--- config.mk ---
export PLATFORM = sky130hd
export DESIGN_NAME = mem_port_arbiter_flat
export DESIGN_NICKNAME = d
export VERILOG_FILES = /design/src/rtl/mem_port_arbiter_if.sv /design/src/rtl/mem_port_arbiter.sv /design/src/flat_wrapper.sv
export SDC_FILE = /design/constraint.sdc
export NUM_CORES = 1
export LEC_CHECK = 0
export BUFFER_PORTS_ARGS = -buffer_cell sky130_fd_sc_hd__clkbuf_2
export CORE_MARGIN = 5
export CORE_UTILIZATION = 34
export CTS_CLUSTER_SIZE = 14
export DETAILED_ROUTE_END_ITERATION = 10
export PLACE_DENSITY = 0.76
export REMOVE_ABC_BUFFERS = 1
export SETUP_SLACK_MARGIN = 0.4
export SYNTH_ARGS = -nofsm -noshare
export SYNTH_HDL_FRONTEND = slang
export SYNTH_SLANG_ARGS = --single-unit
--- constraint.sdc ---
create_clock -name clk -period 1.2 [get_ports clk]
set_input_delay 0.12 -clock clk [delete_from_list [all_inputs] [get_ports clk]]
set_output_delay 0.12 -clock clk [all_outputs]
set_load 0.03 [all_outputs]
--- src/rtl/mem_port_arbiter_if.sv ---
// Bundle of load/store requester handshakes and the BRAM-facing memory port
// shared by mem_port_arbiter.
interface mem_port_arbiter_if #(
  parameter int DATA_WIDTH = 8,
  parameter int ADDR_WIDTH = 7,
  parameter int NUM_LD     = 2,
  parameter int NUM_ST     = 2
);
  logic [NUM_LD*ADDR_WIDTH-1:0] ld_addr;
  logic [NUM_LD-1:0]            ld_addr_valid;
  logic [NUM_LD-1:0]            ld_addr_ready;
  logic [NUM_LD*DATA_WIDTH-1:0] ld_data;
  logic [NUM_LD-1:0]            ld_data_valid;
  logic [NUM_LD-1:0]            ld_data_ready;

  logic [NUM_ST*ADDR_WIDTH-1:0] st_addr;
  logic [NUM_ST*DATA_WIDTH-1:0] st_data;
  logic [NUM_ST-1:0]            st_valid;
  logic [NUM_ST-1:0]            st_ready;

  logic                         loadEn;
  logic [ADDR_WIDTH-1:0]        loadAddr;
  logic [DATA_WIDTH-1:0]        loadData;
  logic                         storeEn;
  logic [ADDR_WIDTH-1:0]        storeAddr;
  logic [DATA_WIDTH-1:0]        storeData;

  modport slave (
    input  ld_addr, ld_addr_valid, ld_data_ready,
    output ld_addr_ready, ld_data, ld_data_valid,
    input  st_addr, st_data, st_valid,
    output st_ready,
    output loadEn, loadAddr, storeEn, storeAddr, storeData,
    input  loadData
  );

  modport master (
    output ld_addr, ld_addr_valid, ld_data_ready,
    input  ld_addr_ready, ld_data, ld_data_valid,
    output st_addr, st_data, st_valid,
    input  st_ready,
    input  loadEn, loadAddr, storeEn, storeAddr, storeData,
    output loadData
  );
endinterface

--- src/rtl/mem_port_arbiter.sv ---
// Round-robin sharing of one read/write BRAM port among load and store
// requesters; each load requester owns a 1-entry result buffer.
module mem_port_arbiter #(
  parameter int DATA_WIDTH = 8,
  parameter int ADDR_WIDTH = 7,
  parameter int NUM_LD     = 2,
  parameter int NUM_ST     = 2
) (
  input  logic               clk,
  input  logic               rst,
  mem_port_arbiter_if.slave  bus
);
  localparam int LDW = (NUM_LD > 1) ? $clog2(NUM_LD) : 1;
  localparam int STW = (NUM_ST > 1) ? $clog2(NUM_ST) : 1;
  localparam int unsigned NLD = NUM_LD;
  localparam int unsigned NST = NUM_ST;

  logic [LDW-1:0]                   r_ld_ptr;
  logic [LDW-1:0]                   r_ld_id;
  logic                             r_inflight;
  logic [NUM_LD-1:0]                r_buf_valid;
  logic [NUM_LD-1:0][DATA_WIDTH-1:0] r_buf;
  logic [STW-1:0]                   r_st_ptr;

  logic [NUM_LD-1:0]                w_ld_elig;
  logic                             w_ld_found;
  logic [LDW-1:0]                   w_ld_sel;
  logic                             w_st_found;
  logic [STW-1:0]                   w_st_sel;

  always_comb begin : ld_arb
    logic [LDW-1:0] idx;
    idx = '0;
    w_ld_elig = '0;
    for (int unsigned i = 0; i < NLD; i++) begin
      w_ld_elig[i] = bus.ld_addr_valid[i] && !r_buf_valid[i] &&
                     !(r_inflight && (32'(r_ld_id) == i));
    end
    w_ld_found = 1'b0;
    w_ld_sel   = '0;
    for (int unsigned k = 1; k <= NLD; k++) begin
      idx = LDW'((32'(r_ld_ptr) + k) % NLD);
      if (!w_ld_found && w_ld_elig[idx]) begin
        w_ld_found = 1'b1;
        w_ld_sel   = idx;
      end
    end
  end

  always_comb begin : st_arb
    logic [STW-1:0] idx;
    idx = '0;
    w_st_found = 1'b0;
    w_st_sel   = '0;
    for (int unsigned k = 1; k <= NST; k++) begin
      idx = STW'((32'(r_st_ptr) + k) % NST);
      if (!w_st_found && bus.st_valid[idx]) begin
        w_st_found = 1'b1;
        w_st_sel   = idx;
      end
    end
  end

  always_comb begin
    bus.ld_addr_ready = '0;
    bus.loadEn        = w_ld_found;
    bus.loadAddr      = '0;
    if (w_ld_found) begin
      bus.ld_addr_ready[w_ld_sel] = 1'b1;
      bus.loadAddr = bus.ld_addr[32'(w_ld_sel)*ADDR_WIDTH +: ADDR_WIDTH];
    end
    bus.st_ready  = '0;
    bus.storeEn   = w_st_found;
    bus.storeAddr = '0;
    bus.storeData = '0;
    if (w_st_found) begin
      bus.st_ready[w_st_sel] = 1'b1;
      bus.storeAddr = bus.st_addr[32'(w_st_sel)*ADDR_WIDTH +: ADDR_WIDTH];
      bus.storeData = bus.st_data[32'(w_st_sel)*DATA_WIDTH +: DATA_WIDTH];
    end
  end

  assign bus.ld_data       = r_buf;
  assign bus.ld_data_valid = r_buf_valid;

  always_ff @(posedge clk or negedge rst) begin
    if (!rst) begin
      r_ld_ptr    <= LDW'(NUM_LD - 1);
      r_st_ptr    <= STW'(NUM_ST - 1);
      r_inflight  <= 1'b0;
      r_ld_id     <= '0;
      r_buf_valid <= '0;
      r_buf       <= '0;
    end else begin
      if (w_ld_found) begin
        r_ld_ptr <= w_ld_sel;
        r_ld_id  <= w_ld_sel;
      end
      if (w_st_found) r_st_ptr <= w_st_sel;
      r_inflight  <= w_ld_found;
      r_buf_valid <= r_buf_valid & ~bus.ld_data_ready;
      // Capture target is never the buffer being drained: it was empty at grant.
      if (r_inflight) begin
        r_buf_valid[r_ld_id] <= 1'b1;
        r_buf[r_ld_id]       <= bus.loadData;
      end
    end
  end
endmodule

--- src/flat_wrapper.sv ---
// flat-port wrapper written by rule: the top's interface ports become plain ports
module mem_port_arbiter_flat 
#(
  parameter int DATA_WIDTH = 8,
  parameter int ADDR_WIDTH = 7,
  parameter int NUM_LD     = 2,
  parameter int NUM_ST     = 2
)
  (clk, rst, bus_ld_addr, bus_ld_addr_valid, bus_ld_data_ready, bus_ld_addr_ready, bus_ld_data, bus_ld_data_valid, bus_st_addr, bus_st_data, bus_st_valid, bus_st_ready, bus_loadEn, bus_loadAddr, bus_storeEn, bus_storeAddr, bus_storeData, bus_loadData);
  mem_port_arbiter_if #(.DATA_WIDTH(DATA_WIDTH), .ADDR_WIDTH(ADDR_WIDTH), .NUM_LD(NUM_LD), .NUM_ST(NUM_ST)) bus_i ();
  input  logic clk;
  input  logic rst;
  input wire logic [$bits(bus_i.ld_addr)-1:0] bus_ld_addr;
  input wire logic [$bits(bus_i.ld_addr_valid)-1:0] bus_ld_addr_valid;
  input wire logic [$bits(bus_i.ld_data_ready)-1:0] bus_ld_data_ready;
  output wire logic [$bits(bus_i.ld_addr_ready)-1:0] bus_ld_addr_ready;
  output wire logic [$bits(bus_i.ld_data)-1:0] bus_ld_data;
  output wire logic [$bits(bus_i.ld_data_valid)-1:0] bus_ld_data_valid;
  input wire logic [$bits(bus_i.st_addr)-1:0] bus_st_addr;
  input wire logic [$bits(bus_i.st_data)-1:0] bus_st_data;
  input wire logic [$bits(bus_i.st_valid)-1:0] bus_st_valid;
  output wire logic [$bits(bus_i.st_ready)-1:0] bus_st_ready;
  output wire logic [$bits(bus_i.loadEn)-1:0] bus_loadEn;
  output wire logic [$bits(bus_i.loadAddr)-1:0] bus_loadAddr;
  output wire logic [$bits(bus_i.storeEn)-1:0] bus_storeEn;
  output wire logic [$bits(bus_i.storeAddr)-1:0] bus_storeAddr;
  output wire logic [$bits(bus_i.storeData)-1:0] bus_storeData;
  input wire logic [$bits(bus_i.loadData)-1:0] bus_loadData;
  assign bus_i.ld_addr = bus_ld_addr;
  assign bus_i.ld_addr_valid = bus_ld_addr_valid;
  assign bus_i.ld_data_ready = bus_ld_data_ready;
  assign bus_ld_addr_ready = bus_i.ld_addr_ready;
  assign bus_ld_data = bus_i.ld_data;
  assign bus_ld_data_valid = bus_i.ld_data_valid;
  assign bus_i.st_addr = bus_st_addr;
  assign bus_i.st_data = bus_st_data;
  assign bus_i.st_valid = bus_st_valid;
  assign bus_st_ready = bus_i.st_ready;
  assign bus_loadEn = bus_i.loadEn;
  assign bus_loadAddr = bus_i.loadAddr;
  assign bus_storeEn = bus_i.storeEn;
  assign bus_storeAddr = bus_i.storeAddr;
  assign bus_storeData = bus_i.storeData;
  assign bus_i.loadData = bus_loadData;
  mem_port_arbiter #(.DATA_WIDTH(DATA_WIDTH), .ADDR_WIDTH(ADDR_WIDTH), .NUM_LD(NUM_LD), .NUM_ST(NUM_ST)) u_core (.clk(clk), .rst(rst), .bus(bus_i));
endmodule
==> results of run 1 <==
-- how the worst max path moves through the flow --
| stage | from | to | slack [ps] | cells after the start |
|---|---|---|---|---|
| final | u_core.r_ld_ptr | bus_loadAddr[6] | -700 | 5 |
| after global routing | u_core.r_ld_ptr | bus_loadAddr[6] | -730 | 5 |
| after CTS | u_core.r_ld_ptr | bus_loadAddr[5] | -590 | 4 |
| after detailed placement | u_core.r_ld_ptr | bus_loadAddr[3] | -340 | 4 |
| after global placement | u_core.r_ld_ptr | bus_loadAddr[4] | -300 | 4 |
| after floorplan | u_core.r_st_ptr | bus_storeAddr[0] | -1430 | 2 |
-- repair_timing --
| action | 4_1_cts | 5_1_grt |
|---|---|---|
| gates cloned | 4 | 1 |
| buffers inserted | 13 | 12 |
| gates resized for setup | 148 | 106 |
| endpoints found under the hold margin | 24 | 1 |
| hold buffers | 5 | 1 |
| pin swaps | 28 | 29 |
| setup endpoints to repair | 68 | 68 |
-- final cells by class --
cell class                 instances  area (sq um)
sequential                        22           556
inverter                           4          15.0
tap                               46          57.6
clock inverter                     1          30.0
fill                             125           279
clock buffer                       3          22.5
timing repair buffer             150          1490
multi-input combinational        109           941
-- state kept, by name, indices dropped and copies added (netlist names) --
register and count:
u_core.bus.ld_data_valid 2, u_core.bus.ld_data 16, u_core.r_ld_id 1, u_core.r_inflight 1, u_core.r_st_ptr 1, u_core.r_ld_ptr 1
-- worst reg2reg max path: cells and delay by family, from the launching register on --
kind / cells / cell delay, ps
buffers and inverters: 5 / 570
flip-flops: 1 / 480
multiplexers: 1 / 300
AND/OR/NAND/NOR: 1 / 130
-- synth_stat cells --
cell type	instances
a211oi_4	1
a21boi_0	1
a21boi_1	1
a21oi_1	1
a22o_1	7
and2_0	1
and2b_4	1
buf_2	6
buf_6	1
clkbuf_1	1
dfrtp_1	20
dfstp_2	2
inv_1	4
mux2_2	8
nand2_1	56
nand2_2	1
nand2b_4	1
nor2_1	1
nor2_2	1
nor2b_4	1
o211ai_1	1
o21ai_0	16
o21ai_1	5
o311a_1	1
or2_2	1
or2b_1	1
-- per-layer routing --
| metal | up-vias | wire length (um) | GRT usage |
|---|---|---|---|
| met1 | 832 | 2620 | 0.218 |
| met4 | 0 | 152 | 0.0426 |
| met5 | - | 0 | 0 |
| met3 | 14 | 625 | 0.0681 |
| li1 | 769 | - | - |
| met2 | 112 | 3670 | 0.415 |
-- kinds of logic (layout without fill, tap and decap cells) --
logic type             after synthesis  count (layout)  share of synthesized area
AOI/OAI and AO/OA                   34              34                      0.185
buffers and inverters               12             158                     0.0496
and+or+nand+nor                     65              67                      0.235
DFF                                 22              22                      0.457
muxes                                8               8                     0.0744
-- report_power, final --
| group | total [mW] | switching (mW) | internal (mW) |
|---|---|---|---|
| clock network | 0.591 | 0.253 | 0.338 |
| registers | 1.53 | 0.405 | 1.13 |
| logic | 5.44 | 2.58 | 2.86 |
-- stage by stage --
stage / instances / cell area (sq um) / setup slack, ps / setup TNS, ps / total power [mW]
final: 335 / 3110 / -705 / -17920 / 7.57
after global placement: 295 / 1850 / -303 / -3290 / 4.26
after global routing: 335 / 3110 / -732 / -19110 / 7.83
after floorplan: 133 / 1170 / -1430 / -26480 / 3.26
after CTS: 321 / 2680 / -590 / -14120 / 6.48
after detailed placement: 295 / 1850 / -336 / -3730 / 4.32
==> summary.md, run 1 <==
| Metric | Value |
|---|---|
| First-pass GRT wire length | 8360 um |
| Chip Height | 69.7 um |
| Deepest clock path buffer count | 2 |
| Vias in the first global route | 1,718 |
| Largest net degree at the start of global routing | 23 |
| Static Leakage | 1.61 nW |
| Antenna violation net count after detailed routing | 0 |
| Setup Viol. Count Final | 47 |
| Critical R2R Capture | u_core.bus.ld_data[12] |
| Hold Path Depth | 3 |
| CTS Root Cell | clkbuf_4 |
| GR Util All Layers | 0.212 |
| Cts bufs inserted | 3 |
| DR vias | 1,727 |
| WP data arrival | 1780 ps |
| Aggregate routed wire length | 7070 um |
| Row count | 21 |
| Die ar. | 4860 sq um |
| Core box area | 3390 sq um |
| Max frequency | 525 MHz |
| Nets@finish | 350 |
| Reg clk slew, reported paths | 130 ps |
| Status | finished, violations left |
| Largest stage delay, worst path | 600 ps |
| CP startpoint kind | flop |
| Reg2Reg Depth | 7 |
| Minimum clock period | 1900 ps |
| Failing checks | negative setup slack |
| Synth area leader | dfrtp_1 |
| Post-synthesis sequential area ratio | 0.457 |
| Reg2reg start | u_core.r_inflight |
| Number of buffers and inverters on the critical path | 2 |
| Hold WC Path Type | in -> reg |
| Vias per cell | 5.16 |
| Synthesis Warnings | 0 |
| #FFs+latches synth | 22 |
| Ports | 106 |
| Share of the synthesized area in the top cell type | 0.413 |
| Delay-heaviest family, CP | flip-flops |
| RSZ-0062 raised after global routing | true |
| Initial antenna violation count | 0 |
| DP Wirelength | 2950 um |
| Max VDD drop | 2.32 mV |
| Max cap viols | 0 |
| Crit. End Element | primary output |
| Syn Area/Cell | 8.59 sq um |
| Drt initial violations | 85 |
| WS Path Type | reg -> out |
| Yosys cell types | 26 |
| CTS tree | done |
| Syn Inst Count | 141 |
| Max-slew violations | 0 |
| Initial core utilization | 0.357 |
| Hold Slack | 2.67 ps |
| Hold path startpoint | bus_loadData[7] |
| Router iterations before antenna repair | 4 |
| Most frequent cells in the layout | clkbuf_2 (57), nand2_1 (35), buf_8 (31), buf_6 (27), dfrtp_1 (18) |
| Port bufs | 105 |
| Final Cycle Share | 1.59 |
| Power per cell area | 2430 nW/um^2 |
| Final hold vios | 0 |
| Clock skew | 1.12 ps |
| Commonest non-fill, non-tap cell in the layout | clkbuf_2 |
| Slowest-stage cell, CP | dfstp_2 |
| Reg-to-reg setup timing slack | -380 ps |
| Remaining global-route overflow | 0 |
| Max H-tree Level | 1 |
| Final core occ | 0.918 |
| CP cell instances | nor2_2, a211oi_4, buf_6, a22o_1, buf_8 |
| Critical Path RT | 1080 ps |
| DRC Markers | 0 |
| Top cells by area, synth | dfrtp_1 (41%), nand2_1 (17%), mux2_2 (7.4%) |
| CP Max Fanout | 6 |
| Routed WL per cell | 21.1 um |
| Antenna Cells | 0 |
| Setup WS post-layout | -705 ps |
| Area growth, synth to finish | 157% |
| Min-Delay Endpoint | u_core.bus.ld_data[7] |
| Clock sinks | 22 |
| Relative slew slack | 0.633 |
| Synthesized area | 1210 sq um |
| Worst skew pair latency | 320 ps |
| Slew @ Worst Pin | 551 ps |
| Die X | 69.7 um |
| Share of layout cells above drive strength 1 | 0.737 |
| Gpl congestion | 0.808 |
Note: power is estimated with default switching activity, not from simulation.
==> inputs of run 2 (changes only) <==
--- a/config.mk
+++ b/config.mk
@@ -7,10 +7,11 @@
 export LEC_CHECK = 0
 export BUFFER_PORTS_ARGS = -buffer_cell sky130_fd_sc_hd__clkbuf_2
 export CORE_MARGIN = 5
-export CORE_UTILIZATION = 34
+export CORE_UTILIZATION = 35
+export CTS_BUF_LIST = sky130_fd_sc_hd__clkbuf_4 sky130_fd_sc_hd__clkbuf_8
 export CTS_CLUSTER_SIZE = 14
 export DETAILED_ROUTE_END_ITERATION = 10
-export PLACE_DENSITY = 0.76
+export PLACE_DENSITY = 0.78
 export REMOVE_ABC_BUFFERS = 1
 export SETUP_SLACK_MARGIN = 0.4
 export SYNTH_ARGS = -nofsm -noshare
==> summary.md, run 2 (synthesis results as in run 1) <==
| Metric | Value |
|---|---|
| Status | finished, violations left |
| Failing checks | negative setup slack |
| Area growth, synth to finish | 151% |
| Max H-tree Level | 1 (unchanged) |
| DRC Markers | 0 (unchanged) |
| Most frequent cells in the layout | clkbuf_2 (56), nand2_1 (32), buf_8 (31), buf_6 (20), buf_4 (19) |
| Minimum clock period | 1880 ps (-26.1 ps) |
| Cts bufs inserted | 3 (unchanged) |
| Chip Height | 68.8 um (-1.2%) |
| Routed WL per cell | 20.3 um (-3.9%) |
| Fillers | 132 (+5.6%) |
| Antenna Cells | 0 (unchanged) |
| Port bufs | 105 (unchanged) |
| Router iterations before antenna repair | 5 (+1) |
| Gpl congestion | 0.703 (-13%) |
| RSZ-0062 raised after global routing | true |
| Die X | 68.8 um (-1.2%) |
| Final core occ | 0.911 (-0.00692) |
| WS Path Type | reg -> out |
| Largest register FFs | 16 (unchanged) |
| Hold WC Path Type | in -> reg |
| Worst skew pair latency | 320 ps (about the same) |
| Reg clk slew, reported paths | 130 ps (about the same) |
| Max cap viols | 0 (unchanged) |
| Relative slew slack | 0.668 (+0.0357) |
| Final Cycle Share | 1.57 (-0.0217) |
| Static Leakage | 1.57 nW (-2.8%) |
| DP Wirelength | 3120 um (+5.7%) |
| Row count | 21 (unchanged) |
| Nets@finish | 349 (-0.29%) |
| Core box area | 3340 sq um (-1.6%) |
| Max VDD drop | 1.86 mV (-20%) |
| Dpl cell area | 1880 sq um (+1.6%) |
| Commonest non-fill, non-tap cell in the layout | clkbuf_2 |
| Ports | 106 (unchanged) |
| Final hold vios | 0 (unchanged) |
| First-pass GRT wire length | 7910 um (-5.3%) |
| CTS Root Cell | clkbuf_4 |
| Die ar. | 4740 sq um (-2.5%) |
| Setup Viol. Count Final | 32 (-32%) |
| Clock skew | 5.30 ps (+4.17 ps) |
| Max-slew violations | 0 (unchanged) |
| Remaining global-route overflow | 0 (unchanged) |
| CP Max Fanout | 8 (+2) |
| Largest net degree at the start of global routing | 23 (unchanged) |
| Critical Path RT | 1080 ps (about the same) |
| CTS tree | done |
| Crit. End Element | primary output |
| GR Util All Layers | 0.225 (+0.0131) |
| DR vias | 1,658 (-4.0%) |
| Vias in the first global route | 1,656 (-3.6%) |
| Max frequency | 532 MHz (+1.4%) |
| Initial core utilization | 0.363 (+0.00563) |
| CP startpoint kind | flop |
| Aggregate routed wire length | 6780 um (-4.2%) |
| Power per cell area | 2400 nW/um^2 (-1.4%) |
| Setup WS post-layout | -679 ps (+26.1 ps) |
| Sum Neg Setup Slack | -14,470 ps (+3450 ps) |
| WP data arrival | 1760 ps (-20 ps) |
| Deepest clock path buffer count | 2 (unchanged) |
| Share of layout cells above drive strength 1 | 0.757 (+0.0199) |
| Clock sinks | 22 (unchanged) |
| Vias per cell | 4.96 (-3.7%) |
| Antenna violation net count after detailed routing | 0 (unchanged) |
| Final Cell Area | 3040 sq um (-2.3%) |
| Slew @ Worst Pin | 497 ps (-53.5 ps) |
| Initial antenna violation count | 0 (unchanged) |
| Drt initial violations | 63 (-26%) |
run 2: area by class of cell:
cell class | count | area (sq um) | share of cell area
clock buffer | 3 | 22.5 | 0.00741
inverter | 4 | 15.0 | 0.00494
clock inverter | 1 | 30.0 | 0.00988
sequential | 22 | 556 | 0.183
multi-input combinational | 109 | 900 | 0.296
timing repair buffer | 149 | 1460 | 0.480
tap | 46 | 57.6 | 0.0189
run 2: what timing repair did:
action                     4_1_cts  5_1_grt
hold endpoints to repair        23        0
buffers inserted                10       12
setup endpoints to repair       68       88
cloned                           4        1
hold buffers                     4        0
gates resized for setup        150       94
pin swaps                       25       32
run 2: path summary, 6_finish.rpt:
| kind | cells past startpoint | slack [ps] | from | to |
|---|---|---|---|---|
| worst max register to register | 4 | -50 | u_core.r_ld_id | u_core.bus.ld_data[11] |
| max in group asynchronous | 2 | 520 | rst | u_core.r_ld_id |
| worst min register to register | 2 | 550 | u_core.bus.ld_data[6] | u_core.bus.ld_data[6] |
| min in group asynchronous | 2 | 320 | rst | u_core.bus.ld_data[0] |
| worst min-delay path | 3 | 9 | bus_loadData[4] | u_core.bus.ld_data[4] |
| worst max-delay path | 4 | -680 | u_core.r_ld_ptr | bus_loadAddr[2] |
run 2: through the flow:
step | setup slack [ps] | total power, mW | instances | hold WS, ps
final | -679 | 7.29 | 334 | 8.54
after global routing | -714 | 7.59 | 334 | 8.13
after CTS | -599 | 6.31 | 321 | 1.54
after detailed placement | -356 | 4.35 | 299 | 130
after global placement | -299 | 4.27 | 299 | 129
after floorplan | -1430 | 3.26 | 133 | -176
run 2: worst max-delay path: stages, from the launching register on:
cell	delay, ps
dfstp_2	590
inv_2	50
o311a_4	360
a22o_1	260
clkbuf_8	180
run 2: layer usage:
layer | share of wire | track usage | vias to the layer above
li1 | - | - | 762
met1 | 0.35 | 0.245 | 768
met2 | 0.52 | 0.433 | 110
met3 | 0.10 | 0.0648 | 18
met4 | 0.030 | 0.0389 | 0
met5 | 0 | 0 | -
run 2: power by group:
part,internal (mW),leakage [nW],switching [mW],total [mW]
Sequential,1.13,0.259,0.391,1.52
Clock,0.338,0.0279,0.247,0.584
Combinational,2.71,1.28,2.48,5.19
Total,4.17,1.57,3.12,7.29
